==> src/rtl/inst_rom_loader_pkg.sv <==
// Shared definitions for the instruction ROM loader: memory geometry, bus
// widths, loader state codes and the image byte-order helper.
package inst_rom_loader_pkg;

   // Instruction memory depth in 16-bit words (power of two, <= 65536)
   localparam int ROM_DEPTH = 256;
   // Fetch address and instruction data widths
   localparam int ADDR_W    = 16;
   localparam int DATA_W    = 16;

   // Loader state encodings (3-bit, legacy-compatible values)
   localparam logic [2:0] LD_HDR_LO = 3'd0;
   localparam logic [2:0] LD_HDR_HI = 3'd1;
   localparam logic [2:0] LD_W_LO   = 3'd2;
   localparam logic [2:0] LD_W_HI   = 3'd3;
   localparam logic [2:0] LD_CHK    = 3'd4;
   localparam logic [2:0] LD_DONE   = 3'd5;
   localparam logic [2:0] LD_ERROR  = 3'd6;

   // Image words arrive little-endian: low byte first, high byte second
   function automatic logic [15:0] pack_le(input logic [7:0] lo, input logic [7:0] hi);
      return {hi, lo};
   endfunction

endpackage

==> src/rtl/inst_rom_mem.sv <==
// DEPTH x 16 instruction array: one synchronous write port, one
// asynchronous read port (maps to distributed RAM). Contents not reset.
module inst_rom_mem #(
   parameter int DEPTH = 256,
   parameter int AW    = $clog2(DEPTH)
) (
   input  logic          clk,
   input  logic          we,
   input  logic [AW-1:0] waddr,
   input  logic [15:0]   wdata,
   input  logic [AW-1:0] raddr,
   output logic [15:0]   rdata
);

   logic [15:0] mem [DEPTH];

   // Synchronous write port
   always_ff @(posedge clk) begin
      if (we) mem[waddr] <= wdata;
   end

   // Asynchronous read port
   always_comb begin
      rdata = mem[raddr];
   end

endmodule

==> src/rtl/inst_rom_loader.sv <==
// Instruction ROM with boot loader: fills the memory from a little-endian
// byte stream (CNT_LO, CNT_HI, CNT words LO/HI) and holds the CPU in reset
// until the image is complete. Reads at or beyond the loaded word count
// return 16'h0000.
// Optional: define INST_ROM_CHECKSUM_EN to require a trailing XOR checksum
// byte covering every preceding image byte.
module inst_rom_loader
   import inst_rom_loader_pkg::*;
#(
   parameter int DEPTH = ROM_DEPTH,
   parameter int AW    = $clog2(DEPTH)
) (
   input  logic              clk,
   input  logic              rst_n,
   input  logic [7:0]        rx_data,
   input  logic              rx_valid,
   output logic              rx_ready,
   input  logic              reload,
   input  logic [ADDR_W-1:0] inst_addr,
   output logic [DATA_W-1:0] inst_data,
   output logic              cpu_rst_n,
   output logic              load_done,
   output logic              load_err
);

   localparam logic [16:0] DEPTH17 = 17'(DEPTH);

   logic [2:0]  state, state_nxt;
   logic [15:0] cnt;
   logic [15:0] cnt_full;
   logic [7:0]  lo_buf;
   logic [AW:0] wr_addr;
   logic [16:0] nxt_ext;
   logic [15:0] word_cnt;
   logic        accept;
   logic        we;
   logic        restart;
   logic [15:0] rd_word;
   logic        sum_ok;
   logic [2:0]  last_dst;

`ifdef INST_ROM_CHECKSUM_EN
   logic [7:0]  acc;
   assign sum_ok   = (rx_data == acc);
   assign last_dst = LD_CHK;
`else
   assign sum_ok   = 1'b1;
   assign last_dst = LD_DONE;
`endif

   assign rx_ready  = (state != LD_DONE) && (state != LD_ERROR);
   assign load_done = (state == LD_DONE);
   assign load_err  = (state == LD_ERROR);
   assign accept    = rx_valid && rx_ready;
   assign restart   = reload && ((state == LD_DONE) || (state == LD_ERROR));
   // The count high byte is still on rx_data while in HDR_HI
   assign cnt_full  = (state == LD_HDR_HI) ? {rx_data, cnt[7:0]} : cnt;
   assign nxt_ext   = 17'(wr_addr) + 17'd1;

   // Next-state and write-enable decode
   always_comb begin
      state_nxt = state;
      we        = 1'b0;
      case (state)
         LD_HDR_LO: if (accept) state_nxt = LD_HDR_HI;
         LD_HDR_HI: begin
            if (accept) begin
               if (cnt_full == 16'd0)                state_nxt = last_dst;
               else if ({1'b0, cnt_full} > DEPTH17)  state_nxt = LD_ERROR;
               else                                  state_nxt = LD_W_LO;
            end
         end
         LD_W_LO:   if (accept) state_nxt = LD_W_HI;
         LD_W_HI: begin
            if (accept) begin
               we = 1'b1;
               if (nxt_ext == {1'b0, cnt}) state_nxt = last_dst;
               else                        state_nxt = LD_W_LO;
            end
         end
         LD_CHK:    if (accept) state_nxt = sum_ok ? LD_DONE : LD_ERROR;
         LD_DONE,
         LD_ERROR:  if (reload) state_nxt = LD_HDR_LO;
         default:   state_nxt = LD_HDR_LO;
      endcase
   end

   // Loader state, header/word capture, published word count and CPU reset
   always_ff @(posedge clk or negedge rst_n) begin
      if (!rst_n) begin
         state     <= LD_HDR_LO;
         cnt       <= '0;
         lo_buf    <= '0;
         wr_addr   <= '0;
         word_cnt  <= '0;
         cpu_rst_n <= 1'b0;
      end else begin
         state     <= state_nxt;
         // Drops together with the reload that leaves DONE
         cpu_rst_n <= (state == LD_DONE) && !reload;
         if (accept) begin
            case (state)
               LD_HDR_LO: cnt[7:0]  <= rx_data;
               LD_HDR_HI: cnt[15:8] <= rx_data;
               LD_W_LO:   lo_buf    <= rx_data;
               LD_W_HI:   wr_addr   <= wr_addr + 1'b1;
               default: ;
            endcase
         end
         if ((state_nxt == LD_DONE) && (state != LD_DONE)) word_cnt <= cnt_full;
         if (restart) begin
            word_cnt <= '0;
            wr_addr  <= '0;
         end
      end
   end

`ifdef INST_ROM_CHECKSUM_EN
   // XOR checksum over every image byte ahead of the check byte
   always_ff @(posedge clk or negedge rst_n) begin
      if (!rst_n)                           acc <= '0;
      else if (restart)                     acc <= '0;
      else if (accept && state != LD_CHK)   acc <= acc ^ rx_data;
   end
`endif

   inst_rom_mem #(
      .DEPTH (DEPTH),
      .AW    (AW)
   ) u_mem (
      .clk   (clk),
      .we    (we),
      .waddr (wr_addr[AW-1:0]),
      .wdata (pack_le(lo_buf, rx_data)),
      .raddr (inst_addr[AW-1:0]),
      .rdata (rd_word)
   );

   // Reads beyond the published image return zero (halts fetch)
   always_comb begin
      inst_data = (inst_addr < word_cnt) ? rd_word : '0;
   end

endmodule

==> config.mk <==
export PLATFORM = sky130hd
export DESIGN_NAME = inst_rom_loader
export DESIGN_NICKNAME = d
export VERILOG_FILES = /design/src/rtl/inst_rom_loader_pkg.sv /design/src/rtl/inst_rom_mem.sv /design/src/rtl/inst_rom_loader.sv
export SDC_FILE = /design/constraint.sdc
export NUM_CORES = 2
export LEC_CHECK = 0
export CAP_MARGIN = 20
export CORE_UTILIZATION = 60
export DETAILED_ROUTE_END_ITERATION = 10
export PLACE_DENSITY = 0.76
export SYNTH_ARGS = -nofsm -noshare
export SYNTH_HDL_FRONTEND = slang
export SYNTH_HIERARCHICAL = 1
export SYNTH_SLANG_ARGS = --single-unit
==> constraint.sdc <==
create_clock -name clk -period 5.8 [get_ports clk]
set_input_delay 0.58 -clock clk [delete_from_list [all_inputs] [get_ports clk]]
set_output_delay 0.58 -clock clk [all_outputs]
set_load 0.01 [all_outputs]
======== Word-level counts from Yosys, hierarchy flattened ========
Memories as Yosys holds them, arrays and structs flattened.
Index checks and enable logic that the tools add are counted.
Widths: inputs -> output; s select.
storage, ports and cells
  register bits after elaboration ......... 53
  RAM bits ................................ 4,096
  input port bits ......................... 28
  logic and storage cells ................. 60
  memories kept ........................... 1
operators by class
  add/sub/neg operators ................... 2
  magnitude comparators ................... 2
  equality and inequality tests ........... 10
  muxes and demuxes ....................... 21
  reduce and logical (&&, ||, !) cells .... 17
memories
  memory     depth  width  read ports  clocked after Yosys merged registers in  write ports  RTL line            RTL
  u_mem.mem  256    16     1           0                                        1            inst_rom_mem.sv:15  logic [15:0] mem [DEPTH];
operator list
  operator              number
  $mux 16               4
  $mux 3                9
  $mux 9                3
  $pmux 3 s6            1
  $eq 10x16->1          1
  $gt 16x9->1 const B   1
  $logic_not 16->1      1
  $lt 16x16->1          1
  $eq 3x3->1 const B    4
  $add 9x1->10 const B  1
  $add 9x1->9 const B   1
  $reduce_and 2->1      4
  $eq 3x2->1 const B    2
  $ne 3x3->1 const B    2
  $reduce_bool 2->1     3
  $logic_and 1x1->1     5
  $mux 1                4
  $eq 3x1->1 const B    1
  $logic_not 3->1       1
  $reduce_or 2->1       1
  $logic_not 1->1       1
  $logic_or 1x1->1      1

======== Depth between registers and ports, before layout ========
  depth after elaboration ................. 11
  gate-level depth with buffers ........... 14
  mapped depth without buffers ............ 8

======== Modules after synthesis ========
The synthesis kept the hierarchy.
by module, submodules not included
  module           times used  cells each  area each (µm²)
  inst_rom_mem     1           7,344       158,394.4
  inst_rom_loader  1           355         3,335.7

======== Worst setup path after synthesis ========
No wires, ideal clock.
  path type ............................... register to register
  start ................................... register lo_buf[0]
  end ..................................... memory u_mem.mem[0][0] (data pin)
  setup time .............................. 803 ps
  data arrival time ....................... 3,181 ps
  setup slack ............................. 1,816 ps
  stages on the path, launching flop included .. 1
  period minus slack after synthesis ...... 3,984 ps
  path through ............................ dfrtp_1
RTL lines
  what                    RTL line                RTL
  start, declared         inst_rom_loader.sv:31   logic [7:0] lo_buf;
  start signal, assigned  inst_rom_loader.sv:105  LD_W_LO: lo_buf <= rx_data;
  end, declared           inst_rom_mem.sv:15
No word-level cell before the write port.

======== Final worst setup path ========
  start ................................... input inst_addr[1]
  end ..................................... output inst_data[7]
between the ends
  longest elaborated chain between the ends .. 2
  elaborated cells between the ends (all ways) .. 3
  those cells by class .................... order compare (1); mux (1); memory (1)
RTL lines
  what             RTL line                RTL
  start, declared  inst_rom_loader.sv:19   input logic [ADDR_W-1:0] inst_addr,
  $mem_v2 256x16   -
  net rd_word[7]   inst_rom_loader.sv:38   logic [15:0] rd_word;
  $mux 16          inst_rom_loader.sv:141  inst_data = (inst_addr < word_cnt) ? rd_word : '0;
  end, declared    inst_rom_loader.sv:20   output logic [DATA_W-1:0] inst_data,
The timed path passes the listed nets, and every way through them passes these cells.

==> run metrics <==
status=finished with violations; final wirelength=429300 um; Worst Tran Pin Value=1.370 ns; Syn-to-layout area delta=12.78%; routed len/inst=35.28 um; # fillers=15628; crit end category=primary output; Avg Cell Area, Syn=21.01 um2; f_max=170.0 MHz; crit path DAT=5.30 ns; syn nets=7743; Core Region=267900 um2; failing checks=setup timing; xor/xnor cell area share of the yosys netlist=0.1091%; Yosys cell types=73; htree depth=5; MaxCap Viol Count=0; Post-synth EDFFs=4096; final worst slack=-0.08191 ns; crit share post-route=101.4%; vias=85607; register area share after synthesis=76.87%; Fin Hold WS=0.03893 ns; setup slack, reg-to-reg=1.82 ns; CTS resizes=0; initial antenna violation count=24; Slew Limit Fails=0; area leader, netlist=edfxtp_1; commonest cells in the netlist=edfxtp_1 (4096), mux4_2 (797), mux2i_1 (589), nor2_1 (322), o221ai_1 (253); largest net degree at the start of global routing=238; multi-input logic area=34640 um2; Crit Path Class=in2out; ys async rst share=1.277%; DRT iter0 DRCs=12915; row count=190; total CTS buffers=395; Finish-stage setup viols=1; maximum fanout along the worst path=43; Routed Antenna Nets=0; Via density=7.037; HPWL after DPL=243700 um; setup repair after global routing missed its margin=no; synthesized cell area=161700 um2; Post-Synth Adder-Cell Area=0.1238%; Post-Synth Simple-Gate Area=1.917%; Synth top area share=76.05%; crit path time final=5.882 ns; Total Power=68160 uW; largest family of logic cells by synthesized area=multiplexers; clock latency on the worst-skew pair=0.95 ns; power per cell area=373.7 nW/um2; LEAKAGE=0.05878 uW; min-delay worst type=in2reg; Layout Nets=8316; vias in the first global route=84028; total placed cells including tap cells=11417; top_reg_cell synth=edfxtp_1; GR Overflow Total=0; most frequent cell after synthesis=edfxtp_1; Post-Syn Instances=7699; clock skew=0.05667 ns; Reg area=124400 um2; Tot GR Track Use=31.63%; Die ar.=271600 um2; Slew HR=8.666%; clock sink total=4149; Die H=521.2 um; Critical Path RT=5.22 ns; mux share of post-synthesis cell area=15.47%; fin cells=12166; DR pass1 iterations=6; Yosys reg bits=4149; CP Launch Type=primary input; Die Wd=521.2 um; ranking of synthesized cells by area=edfxtp_1 (76%), mux4_2 (11%), mux2i_1 (3.6%), o221ai_1 (1.4%), dfrtp_1 (0.82%); first-pass GRT wire length=608700 um; IO Pins=48; DRC viols=0; Yosys warnings=6; Clock Pin Slew Worst Setup and Hold Paths=0.06 ns; layout cells sized above 1=24.91%; CTS root buffer=clkbuf_16; deepest clock path buffer count=4; TritonCTS clock tree=done; Starting Density=60.37%; routability-driven placement congestion ratio=0.9254; compound-gate portion of the synthesized area=3.734%; # port buffers=47; Hold Vio Cnt, Final=0; Peak VDD IR=469.3 uV
per-stage QoR:
step                      area (um2)  util (%)  worst slack [ns]    TNS, ns
after floorplan               161700         -             1.816          0
after global placement        169200     63.15         -0.005311  -0.005311
after detailed placement      169200     63.15            0.1505          0
after CTS                     182200     68.02            0.1242          0
after global routing          182400     68.06           0.09281          0
final                         182400     68.08          -0.08191   -0.08191
kinds of logic (layout without fill, tap and decap cells):
kind of cell / after synthesis / in the layout
other cells: 0 / 19
compound gates: 849 / 849
mux: 1490 / 1490
simple gates: 678 / 678
fa+ha+maj: 16 / 16
buf+inv: 499 / 1395
xor+xnor: 18 / 18
flops: 4149 / 4149
metal layers:
| metal | vias to the layer above | global-route usage [%] | routed length [um] |
|---|---|---|---|
| met2 | 6742 | 47.93 | 199200 |
| met5 | - | 0 | 142 |
| met3 | 998 | 8.514 | 58620 |
| met1 | 44235 | 43.79 | 151000 |
| met4 | 14 | 13.82 | 20280 |
| li1 | 33618 | - | - |
timing repair:
item	in CTS	in global routing
hold buffers	3	0
hold endpoints to repair	69	0
endpoints found under the setup margin	0	0
setup buffers	0	0
area by class of cell:
type	count	area share [%]
multi-input cells	3051	18.99
flip-flops and latches	4149	68.18
diodes	19	0.02607
clock inverters	245	1.466
inverters	32	0.07271
clock buffers	475	5.669
well taps	3552	2.436
repair buffers	643	3.162
registers in the layout (all words and copies together) (netlist names):
signal     cells
word_cnt      16
wr_addr        9
cpu_rst_n      1
u_mem/mem   4096
state          3
lo_buf         8
cnt           16
cells in the final DEF, fill, tap and decap left out, types with 72 or more instances in the layout:
cell / synthesis / final
buf_4: 27 / 531
clkinv_2: 0 / 76
mux2_2: 104 / 104
a21oi_1: 199 / 198
nor2_1: 322 / 315
clkinv_1: 0 / 72
o221ai_1: 253 / 253
mux2i_1: 589 / 589
o22ai_1: 148 / 148
nand2_1: 97 / 97
edfxtp_1: 4096 / 4096
mux4_2: 797 / 797
nor3_1: 95 / 92
clkbuf_16: 0 / 400
report_power, final:
| group | internal [uW] | leakage, uW | switching [uW] | total, uW |
|---|---|---|---|---|
| Clock | 15000 | 0.00632 | 11100 | 26100 |
| Combinational | 1630 | 0.0149 | 4360 | 5980 |
| Sequential | 35400 | 0.0375 | 699 | 36100 |
| Total | 52000 | 0.0588 | 16200 | 68200 |
final timing paths:
check / start / end / depth (start not counted)
max: inst_addr[1] / inst_data[7] / 13
min: rx_data[2] / u_mem/mem[176][10] / 1
max reg2reg: state[2] / u_mem/mem[51][10] / 7
min reg2reg: word_cnt[2] / word_cnt[2] / 2
max in group asynchronous: rst_n / lo_buf[3] / 3
min in group asynchronous: rst_n / lo_buf[2] / 3
worst max-delay path, stage by stage:
cell	delay, ns
buf_8	0.24
or2_4	0.46
buf_12	0.22
buf_4	0.24
buf_4	0.19
o22ai_1	0.29
mux2i_1	0.17
a22oi_1	0.66
nand4_1	0.17
nor4_1	1.02
nand2_1	0.14
a21oi_1	0.18
clkdlybuf4s50_1	0.55
Power figures use the tool's default switching activity.
